==> src/rtl/pixel_frame_ctrl.sv <==
// Global-shutter frame sequencer: erase/expose/convert phases, then a raster
// readout of the pixel array with a registered valid/ready sample port.
package pixel_frame_ctrl_pkg;
  function automatic int unsigned isqrt(input int unsigned n);
    int unsigned r;
    r = 0;
    for (int unsigned i = 1; i * i <= n; i++) r = i;
    return r;
  endfunction
endpackage

module pixel_frame_ctrl
  import pixel_frame_ctrl_pkg::*;
#(
  parameter int unsigned num_pixels     = 4,
  parameter int unsigned ERASE_CYCLES   = 4,
  parameter int unsigned EXPOSE_CYCLES  = 10,
  parameter int unsigned CONVERT_CYCLES = 16,
  localparam int unsigned SIDE = isqrt(num_pixels),
  localparam int unsigned AW   = (SIDE > 1) ? $clog2(SIDE) : 1,
  localparam int unsigned IW   = (num_pixels > 1) ? $clog2(num_pixels) : 1
) (
  input  logic          clk,
  input  logic          reset_n,
  input  logic          start,
  output logic          busy,
  output logic          frame_done,
  output logic          arr_reset_n,
  output logic          arr_erase,
  output logic          arr_expose,
  output logic          arr_bias,
  output logic          arr_ramp,
  output logic          arr_read,
  output logic [AW-1:0] arr_row_addr,
  output logic [AW-1:0] arr_col_addr,
  input  logic [7:0]    arr_data,
  output logic [7:0]    out_data,
  output logic [IW-1:0] out_idx,
  output logic          out_valid,
  input  logic          out_ready
);

  localparam int unsigned MAXC = (ERASE_CYCLES > EXPOSE_CYCLES) ?
      ((ERASE_CYCLES > CONVERT_CYCLES) ? ERASE_CYCLES : CONVERT_CYCLES) :
      ((EXPOSE_CYCLES > CONVERT_CYCLES) ? EXPOSE_CYCLES : CONVERT_CYCLES);
  localparam int unsigned CW = $clog2(MAXC + 1);

  localparam logic [CW-1:0] ERASE_LAST   = CW'(ERASE_CYCLES - 1);
  localparam logic [CW-1:0] EXPOSE_LAST  = CW'(EXPOSE_CYCLES - 1);
  localparam logic [CW-1:0] CONVERT_LAST = CW'(CONVERT_CYCLES - 1);
  localparam logic [AW-1:0] SIDE_LAST    = AW'(SIDE - 1);

  typedef enum logic [2:0] {
    IDLE, ERASE, EXPOSE, CONVERT, RD_DRIVE, RD_SAMPLE, RD_HOLD, DONE
  } state_e;

  state_e        state_q, state_d;
  logic [CW-1:0] cnt_q, cnt_d;
  logic [AW-1:0] row_q, row_d, col_q, col_d;
  logic [7:0]    data_q, data_d;
  logic [IW-1:0] idx_q, idx_d;
  logic          valid_q, valid_d;
  logic [IW-1:0] pix_idx;

  assign pix_idx = IW'(row_q) * IW'(SIDE) + IW'(col_q);

  always_ff @(posedge clk or negedge reset_n) begin
    if (!reset_n) begin
      state_q <= IDLE;
      cnt_q   <= '0;
      row_q   <= '0;
      col_q   <= '0;
      data_q  <= '0;
      idx_q   <= '0;
      valid_q <= 1'b0;
    end else begin
      state_q <= state_d;
      cnt_q   <= cnt_d;
      row_q   <= row_d;
      col_q   <= col_d;
      data_q  <= data_d;
      idx_q   <= idx_d;
      valid_q <= valid_d;
    end
  end

  always_comb begin
    state_d = state_q;
    cnt_d   = cnt_q;
    row_d   = row_q;
    col_d   = col_q;
    data_d  = data_q;
    idx_d   = idx_q;
    valid_d = valid_q;
    case (state_q)
      IDLE: if (start) begin
        state_d = ERASE;
        cnt_d   = '0;
      end
      ERASE: if (cnt_q == ERASE_LAST) begin
        state_d = EXPOSE;
        cnt_d   = '0;
      end else cnt_d = cnt_q + 1'b1;
      EXPOSE: if (cnt_q == EXPOSE_LAST) begin
        state_d = CONVERT;
        cnt_d   = '0;
      end else cnt_d = cnt_q + 1'b1;
      CONVERT: if (cnt_q == CONVERT_LAST) begin
        state_d = RD_DRIVE;
        cnt_d   = '0;
        row_d   = '0;
        col_d   = '0;
      end else cnt_d = cnt_q + 1'b1;
      RD_DRIVE: state_d = RD_SAMPLE;
      RD_SAMPLE: begin
        data_d  = arr_data;
        idx_d   = pix_idx;
        valid_d = 1'b1;
        state_d = RD_HOLD;
      end
      RD_HOLD: if (valid_q && out_ready) begin
        valid_d = 1'b0;
        if (col_q == SIDE_LAST) begin
          col_d = '0;
          row_d = row_q + 1'b1;
        end else col_d = col_q + 1'b1;
        state_d = (row_q == SIDE_LAST && col_q == SIDE_LAST) ? DONE : RD_DRIVE;
      end
      DONE: begin
        row_d   = '0;
        col_d   = '0;
        state_d = IDLE;
      end
      default: state_d = IDLE;
    endcase
  end

  // Array controls decode from state alone, so phases cannot overlap.
  always_comb begin
    busy        = (state_q != IDLE);
    arr_reset_n = (state_q != IDLE);
    arr_erase   = (state_q == ERASE);
    arr_expose  = (state_q == EXPOSE);
    arr_bias    = (state_q == EXPOSE) || (state_q == CONVERT);
    arr_ramp    = (state_q == CONVERT);
    arr_read    = (state_q == RD_DRIVE) || (state_q == RD_SAMPLE);
    frame_done  = (state_q == DONE);
  end

  assign arr_row_addr = row_q;
  assign arr_col_addr = col_q;
  assign out_data     = data_q;
  assign out_idx      = idx_q;
  assign out_valid    = valid_q;

endmodule

==> config.mk <==
export PLATFORM = sky130hd
export DESIGN_NAME = pixel_frame_ctrl
export DESIGN_NICKNAME = d
export VERILOG_FILES = /design/src/rtl/pixel_frame_ctrl.sv
export SDC_FILE = /design/constraint.sdc
export NUM_CORES = 1
export LEC_CHECK = 0
export CAP_MARGIN = 20
export CORE_MARGIN = 2
export CORE_UTILIZATION = 35
export CTS_BUF_LIST = sky130_fd_sc_hd__clkbuf_8
export CTS_CLUSTER_DIAMETER = 200
export DETAILED_ROUTE_END_ITERATION = 10
export GPL_ROUTABILITY_DRIVEN = 0
export GPL_TIMING_DRIVEN = 0
export HOLD_SLACK_MARGIN = 0.15
export PLACE_DENSITY = 0.67
export SLEW_MARGIN = 20
export SYNTH_ARGS = -nofsm -noshare
export SYNTH_HDL_FRONTEND = slang
export SYNTH_SLANG_ARGS = --single-unit
export TNS_END_PERCENT = 20
==> constraint.sdc <==
create_clock -name clk -period 2.03 [get_ports clk]
set_input_delay 0.3045 -clock clk [delete_from_list [all_inputs] [get_ports clk]]
set_output_delay 0.3045 -clock clk [all_outputs]
set_load 0.1 [all_outputs]
==> results by group, run 1 <==
Flow run
  • Max-cap violations: 0

Finish
  • Final nets: 163
  • Layout cells sized above 1: 23.29%
  • Area Growth Syn to Fin: 32.26%
  • Most common cell after layout, fill and taps aside: dfrtp_1
  • Diodes inserted: 0
  • Most frequent cells in the layout: dfrtp_1, nand2_1, dlygate4sd2_1

Die
  • Top Ports: 33
  • Core area: 3103 µm²
  • Die Span X: 61.75 µm
  • Die area: 3813 µm²
  • Starting density of the core: 37.62%
  • Die H: 61.75 µm
  • Row count: 20

Place
  • Placement Setup Slack: -0.3861 ns
  • Detail Placement HPWL: 1.864 mm
  • PortBufs: 32

Critical path
  • CP max stage cell: dfrtp_1
  • CP Max Fanout: 10
  • Kind of critical path: reg -> out
  • Crit Reg-Reg Endpoint: cnt_q[3]
  • CP required: 1.73 ns
  • Highest cell delay on the worst timing path: 0.44 ns
  • Worst setup EP type: primary output
  • R2R setup slack: 0.23 ns
  • Startpoint types: flip-flop
  • Crit path arrival time: 1.67 ns
  • Crit-path cells: buf_2, or3_1, clkbuf_2
  • Critical Path Start: state_q[0]
  • RR Startpoint: cnt_q[0]
  • Worst Setup EP: arr_reset_n
  • Worst reg-to-reg path cell count: 8

Synthesis
  • Syn_nets: 126
  • Synth unique cells: 34
  • Yosys reg bits: 21
  • Synth Warn #: 0
  • Synth async-reset ratio: 100.0%
  • Average size of a mapped cell: 10.61 µm²
  • Mapped Area: 1167 µm²
  • Cells after Synth: 110
  • Seq/Total Area, Yosys: 45.02%
  • Synth Flop Type: dfrtp_1
  • Post-synth EDFFs: 0

Timing
  • Worst relative slew slack: 35.70%
  • Clock Skew: 0.001052 ns
  • RSZ-0062 raised after global routing: false
  • Smallest hold slack: 0.4904 ns
  • Final WS setup: 0.05857 ns
  • Fmax: 507.2 MHz
  • Final Hold Fails: 0
  • Worst Tran Pin Value: 0.9683 ns
  • Post-route minimum period: 1.971 ns
  • Final worst-path cycle share: 97.11%
  • Final Max Tran Viols: 0
  • Final setup fails: 0

Route
  • Mean routed wirelength per cell: 13.13 µm
  • DR DRC count: 0
  • DR iter-0 viols: 40
  • TritonRoute pass-1 iters: 4
  • Vias: 946
  • DRT Wirelength: 2.495 mm
  • Post-route antenna net violation count: 0
  • Vias/cell: 4.979

Clock network
  • CTS Hold Bufs: 0
  • Num CTS Buffers: 3
  • Clock Tree Buf Depth: 2
  • Total setup buffers inserted after CTS: 0
  • Cts repair resizes: 47
  • Root buffer cell: clkbuf_8
  • Number of H-tree levels: 1
  • CTS clock-pin slew for the worst setup and hold paths: 0.07 ns
  • CTS tree: done
  • Worst-Skew Late Latency: 0.25 ns
  • TritonCTS Sinks: 21

Global route
  • Vias in the first global route: 886
  • First-pass GRT wire length: 3.988 mm
  • GRT Resource Usage Total: 14.02%
  • Antenna violations before repair: 0
  • Largest net degree at the start of global routing: 22
  • Global route overflow: 0

Outcome
  • Status: completed

Worst hold path
  • Hold WC Path Type: reg -> reg
==> worst min-delay path by stage <==
stage               depth (start not counted)  slack [ns]        start           end
finish                                      2        0.49   out_idx[0]    out_idx[0]
global route                                1        0.52  out_data[5]   out_data[5]
CTS                                         2        0.49   out_idx[0]    out_idx[0]
detailed placement                          2        0.48   out_idx[0]    out_idx[0]
global placement                            2        0.47   out_idx[0]    out_idx[0]
floorplan                                   0       0.009      reset_n  arr_col_addr
==> kinds of logic after synthesis <==
logic type,synth area share [%]
mux,13.08
flops,45.02
buf+inv,6.217
fa+ha+maj,4.287
simple gates,16.51
compound gates,14.90
==> layout make-up <==
type | instances | area [µm²]
Fill cell | 320 | 1559
Multi-Input combinational cell | 76 | 571.8
Sequential cell | 21 | 525.5
Timing Repair Buffer | 32 | 271.5
Tap cell | 44 | 55.05
Buffer | 7 | 48.80
Clock buffer | 3 | 41.29
Inverter | 6 | 25.02
Clock inverter | 1 | 5.005
==> sequential cells by signal, indices dropped and copies added, names as in the netlist <==
register,flops
out_data,8
cnt_q,5
state_q,3
out_idx,2
arr_col_addr,1
arr_row_addr,1
out_valid,1
==> worst max-delay path, delay by kind of cell (launching register included) <==
family,cells,cell delay (ns)
buffers and inverters,2,0.59
flip-flops,1,0.44
AND/OR/NAND/NOR,1,0.38
==> metal layers <==
metal | global-route usage [%] | up-vias | wire (µm) | part of all wire, %
li1 | - | 461 | - | -
met1 | 18.59 | 445 | 1118 | 45
met2 | 23.16 | 40 | 1174 | 47
met3 | 4.141 | 0 | 203 | 8.1
met4 | 2.432 | 0 | 0 | 0
met5 | 0 | - | 0 | 0
==> through the flow <==
step,util [%],cells,TNS (ns),instance area [µm²]
2_1_floorplan,-,110,-1.473,1170
3_3_place_gp,49.80,186,-2.583,1545
3_5_place_dp,49.80,186,-2.658,1545
4_1_cts,50.00,190,-0.2278,1551
5_1_grt,49.76,190,0,1544
6_report,49.76,190,0,1544
==> Yosys cell counts, drive strengths merged (2+ instances only) <==
| cell | number | area [µm²] |
|---|---|---|
| a21oi | 2 | 10.01 |
| nand3 | 4 | 20.02 |
| nor3 | 4 | 20.02 |
| o311ai | 2 | 17.52 |
| o21ai | 8 | 40.04 |
| nor2 | 8 | 30.03 |
| mux2 | 10 | 142.6 |
| ha | 4 | 50.05 |
| nand2b | 2 | 20.02 |
| buf | 6 | 43.79 |
| o31ai | 6 | 58.81 |
| nand2 | 13 | 48.80 |
| inv | 6 | 25.03 |
| dfrtp | 21 | 525.5 |
| a21o | 2 | 15.01 |
Power of run 1 is left out: the tool's default activity adds up to more than one toggle a clock period on the data nets, which glitch-free logic cannot reach.
==> run 2: changes to the inputs <==
--- a/config.mk
+++ b/config.mk
@@ -15,7 +15,7 @@
 export GPL_TIMING_DRIVEN = 0
 export HOLD_SLACK_MARGIN = 0.15
 export PLACE_DENSITY = 0.67
-export SLEW_MARGIN = 20
+export SLEW_MARGIN = 25
 export SYNTH_ARGS = -nofsm -noshare
 export SYNTH_HDL_FRONTEND = slang
 export SYNTH_SLANG_ARGS = --single-unit
==> run 2 against run 1 <==
Compared with the run above:
- critical path depth is the same
- global-route usage unchanged
- cell area is 0.32% higher
- core utilization increased by 0.16 points
- worst hold slack barely moved
- register-to-register slack barely moved
- flip-flop and latch count did not move
==> results by group, run 2 (same netlist as run 1, synthesis figures left out) <==
Critical path
  • Startpoint types: flip-flop
  • Kind of critical path: reg -> out
  • RR Startpoint: cnt_q[0]
  • Worst setup EP type: primary output
  • Crit path arrival time: 1.67 ns (about the same)
  • Worst reg-to-reg path cell count: 8 (unchanged)
  • CP Max Fanout: 10 (unchanged)
  • CP required: 1.73 ns (about the same)
  • R2R setup slack: 0.23 ns (about the same)
  • Crit Reg-Reg Endpoint: cnt_q[3]

Global route
  • GRT Resource Usage Total: 14.02% (unchanged)
  • Antenna violations before repair: 0 (unchanged)
  • First-pass GRT wire length: 3.988 mm (unchanged)
  • Largest net degree at the start of global routing: 22 (unchanged)
  • Global route overflow: 0 (unchanged)
  • Vias in the first global route: 886 (unchanged)

Route
  • Mean routed wirelength per cell: 13.06 µm (-0.52%)
  • TritonRoute pass-1 iters: 4 (unchanged)
  • DR iter-0 viols: 37 (-7.5%)
  • DR DRC count: 0 (unchanged)
  • Vias: 947 (+0.11%)
  • Vias/cell: 4.958 (-0.42%)
  • Post-route antenna net violation count: 0 (unchanged)
  • DRT Wirelength: 2.495 mm (unchanged)

Timing
  • Final Max Tran Viols: 0 (unchanged)
  • Clock Skew: 0.001052 ns (+0.00000002000 ns)
  • Worst Tran Pin Value: 0.9683 ns (unchanged)
  • RSZ-0062 raised after global routing: false
  • Post-route minimum period: 1.972 ns (+0.00008340 ns)
  • Worst relative slew slack: 35.70% (unchanged)
  • Final Hold Fails: 0 (unchanged)
  • Final worst-path cycle share: 97.12% (about the same)
  • Fmax: 507.2 MHz (about the same)
  • Final setup fails: 0 (unchanged)
  • Smallest hold slack: 0.4904 ns (-0.00005400 ns)
  • Final WS setup: 0.05849 ns (-0.00008340 ns)

Finish
  • FILL cells: 319 (-0.31%)
  • Finished Layout Cells: 191 (+0.53%)
  • Footprint of the multi-input gates: 571.8 µm² (unchanged)
  • Max FFs per register: 8 (unchanged)
  • Most common cell after layout, fill and taps aside: dfrtp_1
  • Area Growth Syn to Fin: 32.69%
  • Post-route cell area: 1549 µm² (+0.32%)
  • Final nets: 164 (+0.61%)
  • Most frequent cells in the layout: dfrtp_1, nand2_1, dlygate4sd2_1
  • Diodes inserted: 0 (unchanged)
  • Layout cells sized above 1: 23.81% (+0.52 points)
  • Sequential cell area: 525.5 µm² (unchanged)

Place
  • Detail Placement HPWL: 1.864 mm (unchanged)
  • Placement Setup Slack: -0.3861 ns (unchanged)
  • Post-DP Area: 1545 µm² (unchanged)
  • Post-Place Cells: 186 (unchanged)
  • PortBufs: 32 (unchanged)

Outcome
  • Status: completed

Clock network
  • Number of H-tree levels: 1 (unchanged)
  • Worst-Skew Late Latency: 0.25 ns (about the same)
  • CTS tree: done
  • Num CTS Buffers: 3 (unchanged)
  • Root buffer cell: clkbuf_8
  • TritonCTS Sinks: 21 (unchanged)
  • CTS clock-pin slew for the worst setup and hold paths: 0.07 ns (about the same)
  • Clock Tree Buf Depth: 2 (unchanged)

Worst hold path
  • Hold Path Origin: out_idx[0]
  • Hold WC Path Type: reg -> reg
  • Worst Hold Depth: 2 (unchanged)
  • Hold path endpoint: out_idx[0]

Die
  • Top Ports: 33 (unchanged)
  • Die area: 3813 µm² (unchanged)
  • Starting density of the core: 37.62% (unchanged)
  • Die H: 61.75 µm (unchanged)
  • Core area: 3103 µm² (unchanged)
  • Row count: 20 (unchanged)
  • Die Span X: 61.75 µm (unchanged)

Flow run
  • Max-cap violations: 0 (unchanged)
[run 2: cell types whose count changed in the layout (fill, tap and decap cells not counted), sizes merged]
cell | previous run | this run
dlygate4sd3 | 0 | 1
clkdlybuf4s50 | 11 | 10
buf | 11 | 12
[run 2: what timing repair did]
action	CTS	global route
hold buffers	0	1
cloned	0	0
gates resized for setup	47	8
buffers inserted	0	0
endpoints found under the setup margin	21	6
hold endpoints to repair	0	21
[run 2: metal layers]
metal / GRT usage (%) / vias to the layer above / wire length, µm / share of wire (%)
met5: 0 / - / 0 / 0
met4: 2.432 / 0 / 0 / 0
met3: 4.141 / 0 / 207 / 8.3
met2: 23.16 / 40 / 1168 / 47
met1: 18.59 / 444 / 1119 / 45
li1: - / 463 / - / -
[run 2: area by class of cell]
type | instances | area share, %
inverters | 6 | 1.616
clock buffers | 3 | 2.666
multi-input cells | 76 | 36.91
well taps | 44 | 3.554
flip-flops and latches | 21 | 33.93
plain buffers | 7 | 3.150
clock inverters | 1 | 0.3231
repair buffers | 33 | 17.85
[run 2: through the flow]
step,utilization (%),TNS (ns)
after floorplan,-,-1.473
after global placement,49.80,-2.583
after detailed placement,49.80,-2.658
after CTS,50.00,-0.2278
after global routing,49.92,0
final,49.92,0
[run 2: worst max-delay path by stage]
stage          startpoint          end  slack [ns]  depth (start not counted)
6_report       state_q[0]  arr_reset_n        0.06                          3
5_1_grt        state_q[0]  arr_reset_n       0.003                          3
4_1_cts        state_q[0]  arr_reset_n       -0.23                          3
3_5_place_dp   state_q[1]     arr_bias       -0.39                          4
3_3_place_gp   state_q[1]     arr_bias       -0.37                          4
2_1_floorplan  state_q[1]     arr_bias       -0.36                          3
[run 2: worst max-delay path, cell delays in order (launching register included)]
cell and delay [ns]:
dfrtp_1 0.44, buf_2 0.21, or3_1 0.38, clkbuf_2 0.38
Power of run 2 is left out for the same reason.
==> run 3: changes to the inputs <==
--- a/config.mk
+++ b/config.mk
@@ -12,7 +12,6 @@
 export CTS_CLUSTER_DIAMETER = 200
 export DETAILED_ROUTE_END_ITERATION = 10
 export GPL_ROUTABILITY_DRIVEN = 0
-export GPL_TIMING_DRIVEN = 0
 export HOLD_SLACK_MARGIN = 0.15
 export PLACE_DENSITY = 0.67
 export SLEW_MARGIN = 25
==> run 3 against run 2 <==
Compared with the run above:
- non-clock buffer count shrank 5
- sequential share of layout area decreased by 1.4 points
- worst hold slack got worse by 0.11 ns
- critical path depth shrank 1
- global-route usage grew 0.67 points
- count of clock-buffer cells in the layout did not move
- setup slack improved by 0.14 ns
- core utilization up 2.1 points
- clock skew grew 0.0013 ns
- via count shrank 2.1%
- wire length is 0.64% higher
- critical path type unchanged
==> results by group, run 3 (same netlist as run 1, synthesis figures left out) <==
Outcome
  • Status: completed

Route
  • Vias/cell: 4.984 (+0.52%)
  • DR iter-0 viols: 27 (-27%)
  • Met1 WL: 1.150 mm (+2.8%)
  • DR DRC count: 0 (unchanged)
  • Mean routed wirelength per cell: 13.50 µm (+3.3%)
  • TritonRoute pass-1 iters: 5 (+1)
  • Vias: 927 (-2.1%)
  • DRT Wirelength: 2.511 mm (+0.64%)
  • Met2 Wirelength: 1.196 mm (+2.4%)
  • Met3 routed WL: 163 µm (-21%)
  • Top Layer Used: met3
  • Post-route antenna net violation count: 0 (unchanged)

Clock network
  • Number of H-tree levels: 1 (unchanged)
  • Clock Tree Buf Depth: 2 (unchanged)
  • Total setup buffers inserted after CTS: 0 (unchanged)
  • CTS clock-pin slew for the worst setup and hold paths: 0.07 ns (about the same)
  • Num CTS Buffers: 3 (unchanged)
  • TritonCTS Sinks: 21 (unchanged)
  • CTS Hold Bufs: 0 (unchanged)
  • Cts repair resizes: 0 (-100%)
  • CTS tree: done
  • Root buffer cell: clkbuf_8
  • Worst-Skew Late Latency: 0.26 ns (about the same)

Critical path
  • Crit-path cells: or3_1, buf_12
  • CP Max Fanout: 15 (+5)
  • CP max stage cell: dfrtp_1
  • Crit path arrival time: 1.53 ns (-0.14 ns)
  • Startpoint types: flip-flop
  • Worst setup EP type: primary output
  • Highest cell delay on the worst timing path: 0.58 ns (+0.14 ns)
  • CP required: 1.73 ns (about the same)
  • Kind of critical path: reg -> out

Timing
  • Clock Skew: 0.002397 ns (+0.001345 ns)
  • Final worst-path cycle share: 90.37% (-6.8 points)
  • Final Hold Fails: 0 (unchanged)
  • Worst Tran Pin Value: 0.5336 ns (-0.4347 ns)
  • Post-route minimum period: 1.834 ns (-0.1371 ns)
  • Worst relative slew slack: 64.42% (+29 points)
  • Fmax: 545.1 MHz (+7.5%)
  • RSZ-0062 raised after global routing: false
  • Final Max Tran Viols: 0 (unchanged)
  • Final setup fails: 0 (unchanged)

Finish
  • Layout cells sized above 1: 30.99% (+7.2 points)
  • Final core utilization: 52.02% (+2.1 points)
  • FILL cells: 293 (-8.2%)
  • Final nets: 159 (-3.0%)
  • Finished Layout Cells: 186 (-2.6%)
  • Footprint of the multi-input gates: 571.8 µm² (unchanged)
  • Most frequent cells in the layout: dfrtp_1, buf_4, nand2_1
  • Most common cell after layout, fill and taps aside: dfrtp_1
  • Area Growth Syn to Fin: 38.26%
  • Max FFs per register: 8 (unchanged)
  • Post-route cell area: 1614 µm² (+4.2%)
  • Sequential cell area: 525.5 µm² (unchanged)
  • Diodes inserted: 0 (unchanged)

Global route
  • GRT Resource Usage Total: 14.69% (+0.67 points)
  • Global route overflow: 0 (unchanged)
  • Vias in the first global route: 930 (+5.0%)
  • Antenna violations before repair: 0 (unchanged)
  • Largest net degree at the start of global routing: 22 (unchanged)
  • First-pass GRT wire length: 4.215 mm (+5.7%)

Die
  • Top Ports: 33 (unchanged)
  • Core area: 3103 µm² (unchanged)
  • Row count: 20 (unchanged)
  • Die Span X: 61.75 µm (unchanged)
  • Die H: 61.75 µm (unchanged)
  • Die area: 3813 µm² (unchanged)
  • Starting density of the core: 37.62% (unchanged)

Place
  • PortBufs: 32 (unchanged)
  • Detail Placement HPWL: 1.927 mm (+3.4%)
  • Post-Place Cells: 182 (-2.2%)
  • Post-DP Area: 1568 µm² (+1.5%)

Flow run
  • Max-cap violations: 0 (unchanged)

Worst hold path
  • Hold WC Path Type: in -> async
[run 3: worst paths after layout]
path,from,end,slack (ns),depth (start not counted)
worst max-delay path,state_q[2],busy,0.20,2
worst min-delay path,reset_n,out_idx[0],0.38,2
worst max register to register,cnt_q[0],arr_row_addr,0.28,8
worst min register to register,out_idx[0],out_idx[0],0.50,2
max in group asynchronous,reset_n,out_valid,1.43,2
min in group clk,out_idx[0],out_idx[0],0.50,2
[run 3: through the flow]
step | setup WS (ns) | hold slack (ns) | setup TNS (ns)
6_report | 0.1956 | 0.3831 | 0
5_1_grt | 0.06532 | 0.4338 | 0
4_1_cts | 0.1828 | 0.3957 | 0
3_5_place_dp | 0.2742 | 0.4977 | 0
3_3_place_gp | 0.3883 | 0.4695 | 0
2_1_floorplan | -0.3616 | 0.008909 | -1.473
[run 3: per-layer routing]
metal,vias up,global-route usage [%]
met2,27,24.96
met4,0,0.9119
met5,-,0
li1,454,-
met1,446,19.30
met3,0,4.762
[run 3: worst max-delay path: cells and delay by family (launching register included)]
kind / cells / cell delay, ns
simple gates: 1 / 0.49
flops: 1 / 0.58
buf+inv: 1 / 0.21
[run 3: cell type report]
| cell class | count | share of cell area [%] |
|---|---|---|
| well taps | 44 | 3.411 |
| clock buffers | 3 | 2.558 |
| multi-input cells | 76 | 35.43 |
| flip-flops and latches | 21 | 32.56 |
| inverters | 6 | 1.550 |
| clock inverters | 1 | 0.3101 |
| repair buffers | 35 | 24.19 |
Power of run 3 is left out for the same reason.
